[config.mk]
export PLATFORM = sky130hd
export DESIGN_NAME = ddr_port_arbiter
export DESIGN_NICKNAME = d
export VERILOG_FILES = /design/src/rtl/ddr_port_arbiter.sv
export SDC_FILE = /design/constraint.sdc
export NUM_CORES = 1
export LEC_CHECK = 0
export ABC_AREA = 1
export BUFFER_PORTS_ARGS = -buffer_cell sky130_fd_sc_hd__buf_2
export CORE_MARGIN = 1.5
export CORE_UTILIZATION = 53
export CTS_CLUSTER_DIAMETER = 80
export DETAILED_ROUTE_END_ITERATION = 8
export PLACE_DENSITY_LB_ADDON = 0.08
export SLEW_MARGIN = 20
export SYNTH_ARGS = -nofsm -noshare
export SYNTH_HDL_FRONTEND = slang
export SYNTH_SLANG_ARGS = --single-unit
[constraint.sdc]
create_clock -name clk_sys_i -period 7.3 [get_ports clk_sys_i]
set_input_delay 0.365 -clock clk_sys_i [delete_from_list [all_inputs] [get_ports clk_sys_i]]
set_output_delay 0.365 -clock clk_sys_i [all_outputs]
set_load 0.005 [all_outputs]
[src/rtl/ddr_port_arbiter.sv]
// Two-port DDR command arbiter: video burst reads (port 0) and CPU single-word
// accesses (port 1) share one controller command channel. Read bursts are
// tagged in a small FIFO so returning data can be steered to its owner.
module ddr_port_arbiter #(
    parameter int unsigned g_addr_width   = 24,
    parameter int unsigned g_data_width   = 32,
    parameter int unsigned g_len_width    = 6,
    parameter int unsigned g_starve_limit = 4,
    parameter int unsigned g_tag_depth    = 4
) (
    input  logic                      clk_sys_i,
    input  logic                      rst_i,
    // video port
    input  logic                      p0_req_i,
    input  logic [g_addr_width-1:0]   p0_addr_i,
    input  logic [g_len_width-1:0]    p0_len_i,
    output logic                      p0_ack_o,
    output logic [g_data_width-1:0]   p0_rdata_o,
    output logic                      p0_rvalid_o,
    // CPU port
    input  logic                      p1_req_i,
    input  logic                      p1_we_i,
    input  logic [g_addr_width-1:0]   p1_addr_i,
    input  logic [g_data_width-1:0]   p1_wdata_i,
    input  logic [g_data_width/8-1:0] p1_wmask_i,
    output logic                      p1_ack_o,
    output logic [g_data_width-1:0]   p1_rdata_o,
    output logic                      p1_rvalid_o,
    // controller side
    output logic                      cmd_valid_o,
    input  logic                      cmd_ready_i,
    output logic                      cmd_we_o,
    output logic [g_addr_width-1:0]   cmd_addr_o,
    output logic [g_len_width-1:0]    cmd_len_o,
    output logic [g_data_width-1:0]   cmd_wdata_o,
    output logic [g_data_width/8-1:0] cmd_wmask_o,
    input  logic [g_data_width-1:0]   rdata_i,
    input  logic                      rvalid_i,
    output logic                      err_o
);

    localparam int unsigned c_mask_w   = g_data_width / 8;
    localparam int unsigned c_ptr_w    = (g_tag_depth > 1) ? $clog2(g_tag_depth) : 1;
    localparam int unsigned c_cnt_w    = $clog2(g_tag_depth + 1);
    localparam int unsigned c_starve_w = (g_starve_limit > 0) ? $clog2(g_starve_limit + 1) : 1;

    typedef enum logic {ST_IDLE, ST_ISSUE} state_t;

    state_t                  state_q, state_d;
    logic                    cmd_valid_q, cmd_we_q, owner_q;
    logic [g_addr_width-1:0] cmd_addr_q;
    logic [g_len_width-1:0]  cmd_len_q;
    logic [g_data_width-1:0] cmd_wdata_q;
    logic [c_mask_w-1:0]     cmd_wmask_q;
    logic [c_starve_w-1:0]   starve_q;
    logic [c_ptr_w-1:0]      wr_ptr_q, rd_ptr_q;
    logic [c_cnt_w-1:0]      count_q;
    logic [g_len_width-1:0]  wcnt_q;
    logic                    tag_port_q [g_tag_depth];
    logic [g_len_width-1:0]  tag_len_q  [g_tag_depth];
    logic                    p0_rvalid_q, p1_rvalid_q, err_q;
    logic [g_data_width-1:0] p0_rdata_q, p1_rdata_q;

    logic fifo_full, fifo_empty, p0_elig, p1_elig, grant_p0, grant_p1;
    logic accept, push, pop, rd_hit, head_port, last_word;
    logic [g_len_width-1:0] head_len;

    // State register
    always_ff @(posedge clk_sys_i) begin
        if (rst_i) state_q <= ST_IDLE;
        else       state_q <= state_d;
    end

    // Next-state: leave IDLE on any grant, leave ISSUE on controller acceptance
    always_comb begin
        state_d = state_q;
        case (state_q)
            ST_IDLE:  if (grant_p0 || grant_p1) state_d = ST_ISSUE;
            ST_ISSUE: if (cmd_ready_i)          state_d = ST_IDLE;
            default:  state_d = ST_IDLE;
        endcase
    end

    // Output/decision decode: eligibility, grant, ack, tag FIFO control
    always_comb begin
        fifo_full  = (count_q == c_cnt_w'(g_tag_depth));
        fifo_empty = (count_q == '0);
        // a full tag FIFO blocks reads only; a CPU write stays eligible
        p0_elig    = p0_req_i && !fifo_full;
        p1_elig    = p1_req_i && (p1_we_i || !fifo_full);
        grant_p0   = 1'b0;
        grant_p1   = 1'b0;
        if (state_q == ST_IDLE) begin
            if (p0_elig && !(p1_elig && starve_q == c_starve_w'(g_starve_limit))) grant_p0 = 1'b1;
            else if (p1_elig)                                                     grant_p1 = 1'b1;
        end
        // an acceptance coinciding with reset is aborted, so no ack
        accept    = (state_q == ST_ISSUE) && cmd_ready_i && !rst_i;
        p0_ack_o  = accept && !owner_q;
        p1_ack_o  = accept && owner_q;
        push      = accept && !cmd_we_q;
        head_port = tag_port_q[rd_ptr_q];
        head_len  = tag_len_q[rd_ptr_q];
        rd_hit    = rvalid_i && !fifo_empty;
        last_word = (({1'b0, wcnt_q} + (g_len_width + 1)'(1)) == {1'b0, head_len});
        pop       = rd_hit && last_word;
    end

    // Tag storage; contents are meaningless while unoccupied, so no reset
    always_ff @(posedge clk_sys_i) begin
        if (push) begin
            tag_port_q[wr_ptr_q] <= owner_q;
            tag_len_q[wr_ptr_q]  <= cmd_len_q;
        end
    end

    // Command register, starvation counter, tag pointers, read steering, error flag
    always_ff @(posedge clk_sys_i) begin
        if (rst_i) begin
            cmd_valid_q <= 1'b0;
            cmd_we_q    <= 1'b0;
            owner_q     <= 1'b0;
            cmd_addr_q  <= '0;
            cmd_len_q   <= '0;
            cmd_wdata_q <= '0;
            cmd_wmask_q <= '0;
            starve_q    <= '0;
            wr_ptr_q    <= '0;
            rd_ptr_q    <= '0;
            count_q     <= '0;
            wcnt_q      <= '0;
            p0_rvalid_q <= 1'b0;
            p1_rvalid_q <= 1'b0;
            p0_rdata_q  <= '0;
            p1_rdata_q  <= '0;
            err_q       <= 1'b0;
        end else begin
            if (grant_p0) begin
                cmd_valid_q <= 1'b1;
                cmd_we_q    <= 1'b0;
                owner_q     <= 1'b0;
                cmd_addr_q  <= p0_addr_i;
                cmd_len_q   <= (p0_len_i == '0) ? g_len_width'(1) : p0_len_i;
                cmd_wdata_q <= '0;
                cmd_wmask_q <= '0;
            end else if (grant_p1) begin
                cmd_valid_q <= 1'b1;
                cmd_we_q    <= p1_we_i;
                owner_q     <= 1'b1;
                cmd_addr_q  <= p1_addr_i;
                cmd_len_q   <= g_len_width'(1);
                cmd_wdata_q <= p1_we_i ? p1_wdata_i : '0;
                cmd_wmask_q <= p1_we_i ? p1_wmask_i : '0;
            end else if (accept) begin
                cmd_valid_q <= 1'b0;
            end

            if (grant_p1)
                starve_q <= '0;
            else if (grant_p0 && p1_elig && starve_q != c_starve_w'(g_starve_limit))
                starve_q <= starve_q + c_starve_w'(1);

            // depth is a power of two, so pointers wrap naturally
            if (push) wr_ptr_q <= wr_ptr_q + c_ptr_w'(1);
            if (pop)  rd_ptr_q <= rd_ptr_q + c_ptr_w'(1);
            case ({push, pop})
                2'b10:   count_q <= count_q + c_cnt_w'(1);
                2'b01:   count_q <= count_q - c_cnt_w'(1);
                default: count_q <= count_q;
            endcase

            if (rd_hit) wcnt_q <= last_word ? '0 : wcnt_q + g_len_width'(1);

            p0_rvalid_q <= rd_hit && !head_port;
            p1_rvalid_q <= rd_hit && head_port;
            if (rd_hit && !head_port) p0_rdata_q <= rdata_i;
            if (rd_hit && head_port)  p1_rdata_q <= rdata_i;

            if (rvalid_i && fifo_empty) err_q <= 1'b1;
        end
    end

    assign cmd_valid_o = cmd_valid_q;
    assign cmd_we_o    = cmd_we_q;
    assign cmd_addr_o  = cmd_addr_q;
    assign cmd_len_o   = cmd_len_q;
    assign cmd_wdata_o = cmd_wdata_q;
    assign cmd_wmask_o = cmd_wmask_q;
    assign p0_rvalid_o = p0_rvalid_q;
    assign p1_rvalid_o = p1_rvalid_q;
    assign p0_rdata_o  = p0_rdata_q;
    assign p1_rdata_o  = p1_rdata_q;
    assign err_o       = err_q;

endmodule

**After elaboration in Yosys (flattened, before gate mapping)**

Memories as Yosys holds them, arrays and structs flattened. A register that Yosys moved wholly into a read port is not among the register bits.
Cells that the tools add are included.
W data, S select, Z words.

- Register bits after elaboration: 153
- RAM bits: 28
- Bits of input ports: 129
- Output and inout bits: 137
- Logic and storage cells: 92
- Memories: 2

- $add $sub $neg: 7
- Equality and inequality tests: 6
- Multiplexer cells: 26
- Bitwise operators: 1
- Reduce and logical (&&, ||, !) cells: 32

Memory list:

| name | words | width | read ports | clocked after memory_dff | write ports | line | text |
|---|---|---|---|---|---|---|---|
| tag_len_q | 4 | 6 | 1 | 1 | 1 | 60 | `logic [g_len_width-1:0] tag_len_q [g_tag_depth];` |
| tag_port_q | 4 | 1 | 1 | 1 | 1 | 59 | `logic tag_port_q [g_tag_depth];` |

Operators with widths:

| kind | number |
|---|---|
| $mux W24 | 2 |
| $mux W32 | 1 |
| $mux W6 | 4 |
| $logic_and A1 B1 Y1 | 16 |
| $mux W1 | 12 |
| $mux W2 | 4 |
| $add A6 B1 Y7 const B | 1 |
| $eq A7 B6 Y1 | 1 |
| $logic_not A1 Y1 | 7 |
| $add A3 B1 Y3 const B | 2 |
| $add A6 B1 Y6 const B | 1 |
| $eq A3 B3 Y1 const B | 2 |
| $logic_not A6 Y1 | 1 |
| $pmux W3 S2 | 1 |
| $add A2 B1 Y2 const B | 2 |
| $mux W4 | 1 |
| $reduce_bool A2 Y1 | 2 |
| $reduce_or A2 Y1 | 2 |
| $logic_not A3 Y1 | 1 |
| $ne A3 B3 Y1 const B | 1 |
| $reduce_bool A3 Y1 | 1 |
| $sub A3 B1 Y3 const B | 1 |
| $eq A2 B1 Y1 const B | 1 |
| $eq A2 B2 Y1 const B | 1 |
| 3 further kinds | 4 |

**Depth between registers and ports, before layout**

Gate-level depths: netlist of the first run.

- Depth in word-level cells: 12
- Depth in mapped cells: 20
- Mapped depth without buffers: 20

**Worst setup path after synthesis of the first run**

Ideal clock, no wire load.

- Path kind: flip-flop to flip-flop
- Start point: register wcnt_q[0]
- End point: register count_q[2]
- Library setup time: 122 ps
- Arrival time: 2271 ps
- Data required time: 7178 ps
- Setup slack: 4907 ps
- Cell stages (with the launch flop): 21
- Path buffers: 0
- Period minus slack after synthesis: 2393 ps
- Cell sequence: dfxtp_1 > ha_1 > nand2_1 > inv_1 > nand2_1 > nand2_1 > inv_1 > nand2_1 > nand2_1 > inv_1 > nand2_1 > nor2_4 > nand3_2 > inv_1 > ha_1 > inv_1 > fa_1 > a21oi_1 > o21ai_0 > o21ai_0 > a21oi_1

- Longest elaborated chain between the ends: 5
- Elaborated cells on any way between the ends: 7
- Those cells by class: add/sub (1); eq/ne (3); mux (1); reduce/logical (2)

RTL lines:

| what | line | text |
|---|---|---|
| start, declared | 58 | `logic [g_len_width-1:0] wcnt_q;` |
| start signal, assigned | 172 | `if (rd_hit) wcnt_q <= last_word ? '0 : wcnt_q + g_len_width'(1);` |
| $add A6 B1 Y7 * | 105 | `last_word = (({1'b0, wcnt_q} + (g_len_width + 1)'(1)) == {1'b0, head_len});` |
| $eq A7 B6 Y1 * | 105 |  |
| $logic_and A1 B1 Y1 * | 106 | `pop = rd_hit && last_word;` |
| named net pop | 65 | `logic accept, push, pop, rd_hit, head_port, last_word;` |
| $eq A2 B1 Y1 or $eq A2 B2 Y1 (tied branches) | 166 | `case ({push, pop})` |
| $pmux W3 S2 or $reduce_bool A2 Y1 (tied branches) | - |  |
| end signal, assigned | 167 | `2'b10: count_q <= count_q + c_cnt_w'(1);` |
| end signal, assigned | 168 | `2'b01: count_q <= count_q - c_cnt_w'(1);` |
| end signal, assigned | 169 | `default: count_q <= count_q;` |
| end, declared | 57 | `logic [c_cnt_w-1:0] count_q;` |

Mark *: on every way through the listed nets, which the timed path passes. The rest lies on a longest branch.
A chain may end at the register's enable or synchronous reset.

==> impl_metrics.yaml, run 1 <==
status:
  status: "finished, final reports clean"
sta:
  hold_violations: 0
  rsz0062_at_grt: "false"
  timing.final.setup_violations: 0
  slew_headroom: 0.436
  finalCriticalPeriod_ns: 2.89
  slew_viol_final: 0
  max_clock_freq_mhz: 346
  fin_setup_tns_ns: 0
  finClkSkew_ns: 0.00904
  tightestPinTransition_ns: 0.846
  timing.final.crit_share: 0.396
worst_setup_path:
  cp_buf_inv_count: 4
  worst-path-max-fanout: 15
  path_delay_family: "simple AND/OR/NAND/NOR gates"
  timing.critical_path.arrival_ns: 3.20
  critPathMaxStageDelay_ns: 0.63
  register_to_register_path_setup_slack_ns: 4.41
  worstRegToRegCells: 17
  critical-path-slowest-cell: "sky130_fd_sc_hd__dfxtp_1"
  path_class: "reg -> reg"
  worst_setup_path_start_kind: "flip-flop"
  worstPathRequired_ns: 7.61
  crit_path_cell_trace: "inv_2 -> nand2_1 -> nand3_1 -> nand2_1 -> inv_1 -> nand2_1 -> nand2_1 -> nor2_2 -> nand3_2 -> inv_1 -> ha_1 -> inv_1 -> fa_1 -> a21oi_1 -> o21ai_0 -> o21ai_0 -> a21oi_1"
  worst_setup_path_end_kind: "flip-flop"
  reg2reg_to: "count_q[2]"
  worst-path-stages: 17
  worst_path_most_repeated_cell: "sky130_fd_sc_hd__nand2_1"
  crit_path_end: "count_q[2]"
synth:
  netlist_instances: 851
  post_synth_instance_area_um2: 7070
  syn_avg_cell_area_um2: 8.31
  synth-seq-cells: 183
  synth.yosys.seq_area_share: 0.558
  post_synth_xor_area_fraction: 0
  compound_gate_portion_of_the_synthesized_area: 0.131
  postSynthNetCount: 989
  synthDistinctLibCells: 34
  post_synth_mux_area_share: 0
  ys.warnings.count: 0
  main_combinational_cell_family_by_area_after_synthesis: "simple AND/OR/NAND/NOR gates"
  synth-simple-area-share: 0.233
  synth_adder_area_share: 0.0170
layout:
  final_util: 0.688
  post_route_cells_drive_above_1_share: 0.300
  fin_nets: 1234
  finish.cell_count_without_fillers: 1286
  syn_to_final_growth_pct: 27.9
route:
  first_iter_violations: 407
  via_per_inst: 5.01
  antenna_violating_nets_post_route: 0
  route.detailed.drc: 0
  wl_per_cell_um: 14.0
  routed_wl_mm: 18.0
  vias: 6449
  detail_route.first_pass.iterations: 5
global_routing:
  grt_start_max_net_pins: 99
  groute.layer.met1.usage: 0.316
  grt_pass1_wl_mm: 29.2
  grt_max_usage_layer: "met2"
  globalRoute.totalOverflow: 0
  track_usage: 0.260
  global_route.usage.met3: 0.0878
  global_route.usage.met2: 0.435
  grt_antenna_before_repair: 2
  grt_pass1_vias: 6061
cts:
  clock_sink_count: 183
  numCtsBuffers: 17
  cts_max_path_buffers: 2
  cts_resized: 0
  cts_root_buf: "sky130_fd_sc_hd__clkbuf_16"
  clk_latency_ns: 0.43
  tritoncts: "yes"
  number_of_setup_buffers_added_after_cts: 0
  cts_hold_repair.buffers: 0
  htree_num_levels: 4
  clkSlewWorstSetupHoldPaths_ns: 0.07
placement:
  dpl.hpwl_mm: 12.4
  post-place-cells: 1253
  buffer_ports.inserted: 265
  place_congestion: 0.815
power_and_ir_drop:
  power.leakage_nw: 4.33
  peakVddDrop_uv: 173
  total_power_consumption_w: 0.00223
  power_density_nw_per_um2: 246
floorplan:
  die_h_um: 119
  design.portCount: 266
  count_of_standard_cell_rows: 42
  floorplan.die.width_um: 119
  coreArea_um2: 13100
  start_util: 0.538
  die_area_um2: 14000
run:
  maxCapViolCount: 0
hold_path:
  hold_class: "in -> reg"
## sequential cells by signal, summed over array words and instances (netlist names), 4 cells and up, named ones only
name,flops
tag_len_q,24
cmd_len_o,6
tag_port_q,4
p1_rdata_o,32
cmd_wmask_o,4
wcnt_q,6
p0_rdata_o,32
cmd_wdata_o,32
cmd_addr_o,24
## area by class of cell
cell class	instances	area, µm²
antenna	1	2.50
clock buffer	23	510
clock inverter	9	134
fill	1166	4090
inverter	46	175
multi-input combinational	578	2690
sequential	183	3940
tap	176	220
timing repair buffer	270	1360
## how the worst min path moves through the flow
stage,end,slack [ns],cells after the start,start
6_report,p1_rdata_o[11],0.17,3,rdata_i[11]
5_1_grt,p0_rdata_o[25],0.17,3,rdata_i[25]
4_1_cts,p1_rdata_o[11],0.16,3,rdata_i[11]
3_5_place_dp,cmd_wdata_o[4],0.45,2,cmd_wdata_o[4]
3_3_place_gp,cmd_wdata_o[12],0.45,2,cmd_wdata_o[12]
2_1_floorplan,err_o,0.43,1,rst_i
## kinds of logic (layout without fill, tap and decap cells)
group	Yosys count	count (layout)
compound gates	163	163
simple gates	406	406
fa+ha+maj	9	9
flops	183	183
other cells	0	1
buf+inv	90	348
## placed cells by master, fill, tap and decap left out, drive strengths merged, types with 3 or more instances in the layout
cell type  synthesis  final
dfxtp            155    155
nand3             26     26
clkinv             2      6
edfxtp            28     28
o221ai            24     24
nor2             208    208
inv               44     45
buf               34    270
o21ai             77     77
bufinv             0      3
ha                 8      8
a21oi             60     60
nand2            165    165
clkbuf            10     23
## per-stage QoR
stage	hold WS, ns	setup WS [ns]	area [µm²]
2_1_floorplan	0.434	4.91	7070
3_3_place_gp	0.448	4.57	8400
3_5_place_dp	0.452	4.47	8400
4_1_cts	0.160	4.44	9040
5_1_grt	0.170	4.03	9040
6_report	0.172	4.41	9040
## layer usage
metal / share of wire / routed length (µm)
met2: 0.49 / 8710
met4: 0.019 / 337
met3: 0.078 / 1400
met5: 0.00067 / 12
met1: 0.42 / 7490
## cells in the mapped netlist, drive strengths merged
| library cell | n | share of area |
|---|---|---|
| edfxtp | 28 | 0.12 |
| a211oi | 1 | 0.0011 |
| a32oi | 1 | 0.0023 |
| inv | 44 | 0.024 |
| nand3 | 26 | 0.019 |
| a21oi | 60 | 0.043 |
| nor2 | 208 | 0.12 |
| nor3 | 1 | 0.00071 |
| nand2 | 165 | 0.089 |
| fa | 1 | 0.0028 |
| buf | 34 | 0.031 |
| and3 | 1 | 0.00089 |
| o21ai | 77 | 0.054 |
| ha | 8 | 0.014 |
| clkinv | 2 | 0.0011 |
| dfxtp | 155 | 0.44 |
| nand4 | 2 | 0.0018 |
| o221ai | 24 | 0.030 |
| nand3b | 1 | 0.0011 |
| or2 | 1 | 0.00089 |
| clkbuf | 10 | 0.0053 |
| nor4 | 1 | 0.00089 |
## power by group
group / internal [W] / switching (W) / leakage [nW]
registers: 0.00106 / 0.0000204 / 1.52
logic: 0.0000743 / 0.000102 / 2.49
clock network: 0.000600 / 0.000375 / 0.314
total: 0.00173 / 0.000497 / 4.33
## worst min-delay path, cell delays in order
cell and delay (ns):
sky130_fd_sc_hd__buf_2 0.08, sky130_fd_sc_hd__nor2_1 0.04, sky130_fd_sc_hd__nor2_1 0.08
(Power assumes the default switching activity.)
==> run 2: changes to the inputs <==
- CORE_UTILIZATION: 53 -> 49
- clock period: 7.3 -> 2.85 ns (I/O delays scaled with it)
==> run 2 against run 1 <==
Against the previous run: first-iteration DRC count up 3.4%; core utilization up 1.6 points; non-clock buffer count is 80 higher; wire length up 12%; power increased to 2.6 times the previous value; register-to-register slack worse by 4.1 ns; flip-flop and latch count is the same; clock power grew to 2.5 times the previous value; largest power group unchanged.
==> impl_metrics.yaml, run 2 (synthesis gave the netlist of run 1 again) <==
floorplan:
  design.portCount: 266
  start_util: 0.506
  die_area_um2: 15200
  coreArea_um2: 14000
  die_h_um: 123
  count_of_standard_cell_rows: 43
  floorplan.die.width_um: 123
global_routing:
  grt_pass1_vias: 6462
  grt_start_max_net_pins: 73
  grt_antenna_before_repair: 0
  grt_pass1_wl_mm: 30.7
  track_usage: 0.260
  globalRoute.totalOverflow: 0
sta:
  max_clock_freq_mhz: 390
  fin_setup_tns_ns: 0
  hold_violations: 0
  rsz0062_at_grt: "false"
  finClkSkew_ns: 0.0146
  timing.final.crit_share: 0.900
  slew_viol_final: 0
  slew_headroom: 0.504
  tightestPinTransition_ns: 0.741
  timing.final.setup_violations: 0
  finalCriticalPeriod_ns: 2.56
hold_path:
  number_of_instances_on_the_worst_hold_path: 3
  hold_class: "in -> reg"
worst_setup_path:
  worst_path_most_repeated_cell: "sky130_fd_sc_hd__nand2_1"
  worst_setup_path_start_kind: "flip-flop"
  worstPathRequired_ns: 3.16
  worstRegToRegCells: 20
  path_class: "reg -> reg"
  worst-path-max-fanout: 6
  path_delay_family: "adder cells"
  worst-path-stages: 20
  timing.critical_path.arrival_ns: 2.88
  critPathMaxStageDelay_ns: 0.38
  crit_path_cell_trace: "ha_2 -> nand2_1 -> inv_1 -> nand2_1 -> nand2_1 -> inv_1 -> nand2_1 -> nand2_1 -> inv_1 -> nand2_1 -> nor2_4 -> nand3_2 -> inv_1 -> ha_1 -> inv_1 -> fa_1 -> a21oi_1 -> o21ai_1 -> o21ai_1 -> a21oi_1"
  critical-path-slowest-cell: "sky130_fd_sc_hd__fa_1"
  cp_buf_inv_count: 5
  worst_setup_path_end_kind: "flip-flop"
route:
  routed_wl_mm: 20.0
  via_per_inst: 4.99
  vias: 6831
  antenna_violating_nets_post_route: 0
  wl_per_cell_um: 14.6
  route.detailed.drc: 0
  first_iter_violations: 421
  detail_route.first_pass.iterations: 7
layout:
  post_route_cells_drive_above_1_share: 0.287
  final_util: 0.704
  fin_nets: 1314
  finish.cell_count_without_fillers: 1368
  antenna-diode-count: 0
  layout_commonest_cell: "sky130_fd_sc_hd__buf_2"
  layout.cells.most_common_list: "265 x sky130_fd_sc_hd__buf_2, 190 x sky130_fd_sc_hd__nor2_1, 162 x sky130_fd_sc_hd__nand2_1, 153 x sky130_fd_sc_hd__dfxtp_1, 76 x sky130_fd_sc_hd__dlygate4sd3_1"
  syn_to_final_growth_pct: 39.2
  fillerInstances: 1122
cts:
  numCtsBuffers: 17
  cts_max_path_buffers: 2
  clk_latency_ns: 0.43
  cts_root_buf: "sky130_fd_sc_hd__clkbuf_16"
  tritoncts: "yes"
  htree_num_levels: 4
  clock_sink_count: 183
  clkSlewWorstSetupHoldPaths_ns: 0.07
  number_of_setup_buffers_added_after_cts: 0
power_and_ir_drop:
  power.leakage_nw: 4.67
  total_power_consumption_w: 0.00576
  peakVddDrop_uv: 502
  power_density_nw_per_um2: 585
status:
  status: "finished, final reports clean"
placement:
  dpl.hpwl_mm: 12.8
  post-place-cells: 1261
  buffer_ports.inserted: 265
  place_congestion: 0.787
run:
  maxCapViolCount: 0
## run 2: layer usage
metal  part of all wire  global-route usage  vias up
met2               0.49               0.435      243
li1                   -                   -     3425
met1               0.41               0.304     3115
met3              0.071              0.0863       48
met5                  0                   0        -
met4              0.030               0.116        0
## run 2: area by class of cell
type | count | area [µm²] | share of cell area
clock buffer | 20 | 478 | 0.0485
inverter | 46 | 175 | 0.0178
clock inverter | 11 | 144 | 0.0146
multi-input combinational | 578 | 2700 | 0.274
sequential | 183 | 3950 | 0.401
tap | 180 | 225 | 0.0229
timing repair buffer | 350 | 2180 | 0.221
## run 2: timing repair
item,CTS,global route
hold buffers,76,0
resized for setup,0,7
endpoints found under the setup margin,0,1
hold endpoints to repair,108,0
## run 2: path summary, 6_finish.rpt
kind	to	from	slack [ns]
min	cmd_addr_o[19]	p0_addr_i[19]	0.02
min reg2reg	err_o	err_o	0.45
max reg2reg	count_q[2]	wcnt_q[0]	0.29
max	count_q[2]	wcnt_q[0]	0.29
## run 2: report_power, final
group / internal, W / switching, W / total (W)
combinational: 0.000267 / 0.000283 / 0.000550
sequential: 0.00271 / 0.0000525 / 0.00276
clock: 0.00148 / 0.000977 / 0.00245
## run 2: per-stage QoR
stage          setup WS (ns)  area [µm²]  hold slack (ns)
2_1_floorplan          0.457        7070            0.212
3_3_place_gp           0.278        8460            0.382
3_5_place_dp           0.182        8460            0.388
4_1_cts                0.144        9840         0.000157
5_1_grt              0.00784        9850          0.00685
6_report               0.286        9850           0.0162
## run 2: worst register-to-register path, delay by kind of cell, from the launching register on
kind | cells | cell delay (ns)
fa+ha+maj | 3 | 0.70
compound gates | 4 | 0.44
flops | 1 | 0.37
simple gates | 8 | 0.61
buf+inv | 5 | 0.32
==> run 3: changes to the inputs <==
--- a/config.mk
+++ b/config.mk
@@ -10,6 +10,8 @@
 export CORE_MARGIN = 1.5
 export CORE_UTILIZATION = 49
+export CTS_BUF_LIST = sky130_fd_sc_hd__clkbuf_16
 export CTS_CLUSTER_DIAMETER = 80
 export DETAILED_ROUTE_END_ITERATION = 8
+export GPL_ROUTABILITY_DRIVEN = 0
 export PLACE_DENSITY_LB_ADDON = 0.08
 export SLEW_MARGIN = 20
==> constraint.sdc (replaced) <==
create_clock -name clk_sys_i -period 2.85 [get_ports clk_sys_i]
set_input_delay 0.7125 -clock clk_sys_i [delete_from_list [all_inputs] [get_ports clk_sys_i]]
set_output_delay 0.7125 -clock clk_sys_i [all_outputs]
set_load 0.005 [all_outputs]
==> run 3 against run 2 <==
Against the previous run: non-clock buffer count is 71 lower; register-to-register slack worse by 0.02 ns; sequential power hardly changed; via count is 7.2% lower; cell count is 5.1% lower; clock skew is 0.0049 ns lower.
==> impl_metrics.yaml, run 3 (synthesis gave the netlist of run 1 again) <==
status:
  status: "finished, final reports clean"
sta:
  finalCriticalPeriod_ns: 2.59
  tightestPinTransition_ns: 0.658
  finClkSkew_ns: 0.00970
  max_clock_freq_mhz: 387
  hold_violations: 0
  rsz0062_at_grt: "false"
  slew_viol_final: 0
  timing.final.setup_violations: 0
  final_ws_setup_ns: 0.263
  fin_setup_tns_ns: 0
  timing.final.crit_share: 0.908
  slew_headroom: 0.560
cts:
  clk_latency_ns: 0.43
  cts_hold_repair.buffers: 0
  clock_sink_count: 183
  number_of_setup_buffers_added_after_cts: 0
  htree_num_levels: 4
  cts_resized: 0
  cts_root_buf: "sky130_fd_sc_hd__clkbuf_16"
  tritoncts: "yes"
  numCtsBuffers: 17
  cts_max_path_buffers: 2
  clkSlewWorstSetupHoldPaths_ns: 0.06
route:
  wl_per_cell_um: 14.0
  via_per_inst: 4.89
  detail_route.first_pass.iterations: 5
  antenna_violating_nets_post_route: 0
  vias: 6341
  routed_wl_mm: 18.1
  route.detailed.drc: 0
  first_iter_violations: 421
floorplan:
  start_util: 0.506
  floorplan.die.width_um: 123
  design.portCount: 266
  coreArea_um2: 14000
  die_area_um2: 15200
  count_of_standard_cell_rows: 43
  die_h_um: 123
power_and_ir_drop:
  peakVddDrop_uv: 439
  share_clk_of_total_power: 0.404
  switching_share: 0.241
  p_switching_w: 0.00130
  power.share.sequential: 0.511
  p_comb_frac: 0.085
  p_int_w: 0.00409
  power.leakage_nw: 4.33
  power_density_nw_per_um2: 598
worst_setup_path:
  worst_setup_path_end_kind: "flip-flop"
  worstPathRequired_ns: 3.17
  critPathLaunch: "wcnt_q[0]"
  worstRegToRegCells: 20
  worst_setup_path_start_kind: "flip-flop"
  worst-path-max-fanout: 6
  path_class: "reg -> reg"
  worst_r2r_startpoint: "wcnt_q[0]"
  timing.critical_path.arrival_ns: 2.90
run:
  maxCapViolCount: 0
placement:
  dpl.hpwl_mm: 12.8
  buffer_ports.inserted: 265
  post-place-cells: 1266
  dpl_worst_slack_ns: 0.216
layout:
  layout_commonest_cell: "sky130_fd_sc_hd__buf_2"
  layout.cells.most_common_list: "265 x sky130_fd_sc_hd__buf_2, 190 x sky130_fd_sc_hd__nor2_1, 162 x sky130_fd_sc_hd__nand2_1, 153 x sky130_fd_sc_hd__dfxtp_1, 61 x sky130_fd_sc_hd__o21ai_0"
  finish.cell_count_without_fillers: 1298
  fin_nets: 1243
  post_route_cells_drive_above_1_share: 0.306
  syn_to_final_growth_pct: 27.6
hold_path:
  number_of_instances_on_the_worst_hold_path: 2
  hold_class: "reg -> reg"
  min-delay-start: "err_o"
global_routing:
  track_usage: 0.237
  grt_antenna_before_repair: 1
  grt_pass1_vias: 5750
  globalRoute.totalOverflow: 0
  grt_pass1_wl_mm: 27.9
  grt_start_max_net_pins: 58
-- run 3: changes by cell type in the layout (fill, tap and decap cells not counted), sizes merged --
cell         previous run  this run
clkinvlp                0         2
buf                   274       279
diode                   0         1
bufinv                  3         1
clkbuf                 20        17
clkinv                  8         7
dlygate4sd3            76         0
inv                    46        50
-- run 3: power by group through the flow --
stage	Sequential (W)	Clock [W]	Combinational [W]
5_1_grt	0.00277	0.00232	0.000514
2_1_floorplan	0.00282	0	0.000228
4_1_cts	0.00276	0.00221	0.000460
6_report	0.00276	0.00218	0.000456
3_3_place_gp	0.00281	0	0.000456
3_5_place_dp	0.00282	0	0.000458
-- run 3: per-stage QoR --
stage                     power, W  area, µm²  hold slack [ns]  utilization
final                      0.00539       9020            0.449        0.645
after global routing       0.00561       9020            0.480        0.645
after CTS                  0.00543       9020            0.455        0.645
after detailed placement   0.00327       8480            0.445        0.606
after global placement     0.00327       8480            0.443        0.606
after floorplan            0.00305       7070            0.441            -
-- run 3: layer usage --
layer | global-route usage | vias to the layer above | share of wire
met5 | 0 | - | 0
met4 | 0.0833 | 0 | 0.017
met3 | 0.0812 | 22 | 0.081
met2 | 0.380 | 188 | 0.48
met1 | 0.298 | 2842 | 0.42
li1 | - | 3289 | -
-- run 3: cell type report --
cell class / count / area, µm²
diodes: 1 / 2.50
clock buffers: 17 / 425
clock inverters: 14 / 109
fillers: 1271 / 4970
inverters: 46 / 175
multi-input cells: 578 / 2690
flip-flops and latches: 183 / 3950
well taps: 180 / 225
repair buffers: 279 / 1440
-- run 3: worst paths after layout --
check / end / slack [ns]
max: count_q[2] / 0.26
min reg2reg: err_o / 0.45
max reg2reg: count_q[2] / 0.26
min: err_o / 0.45
-- run 3: critical path, cell delays in order (launching register included) --
cell                      delay [ns]
sky130_fd_sc_hd__dfxtp_2        0.37
sky130_fd_sc_hd__ha_1           0.20
sky130_fd_sc_hd__nand2_1        0.06
sky130_fd_sc_hd__inv_1          0.07
sky130_fd_sc_hd__nand2_1        0.06
sky130_fd_sc_hd__nand2_1        0.11
sky130_fd_sc_hd__inv_1          0.05
sky130_fd_sc_hd__nand2_1        0.05
sky130_fd_sc_hd__nand2_1        0.04
sky130_fd_sc_hd__inv_1          0.04
sky130_fd_sc_hd__nand2_1        0.07
sky130_fd_sc_hd__nor2_4         0.11
sky130_fd_sc_hd__nand3_2        0.12
sky130_fd_sc_hd__inv_1          0.09
sky130_fd_sc_hd__ha_1           0.14
sky130_fd_sc_hd__inv_1          0.06
sky130_fd_sc_hd__fa_1           0.37
sky130_fd_sc_hd__a21oi_1        0.14
sky130_fd_sc_hd__o21ai_0        0.11
sky130_fd_sc_hd__o21ai_0        0.15
sky130_fd_sc_hd__a21oi_1        0.05
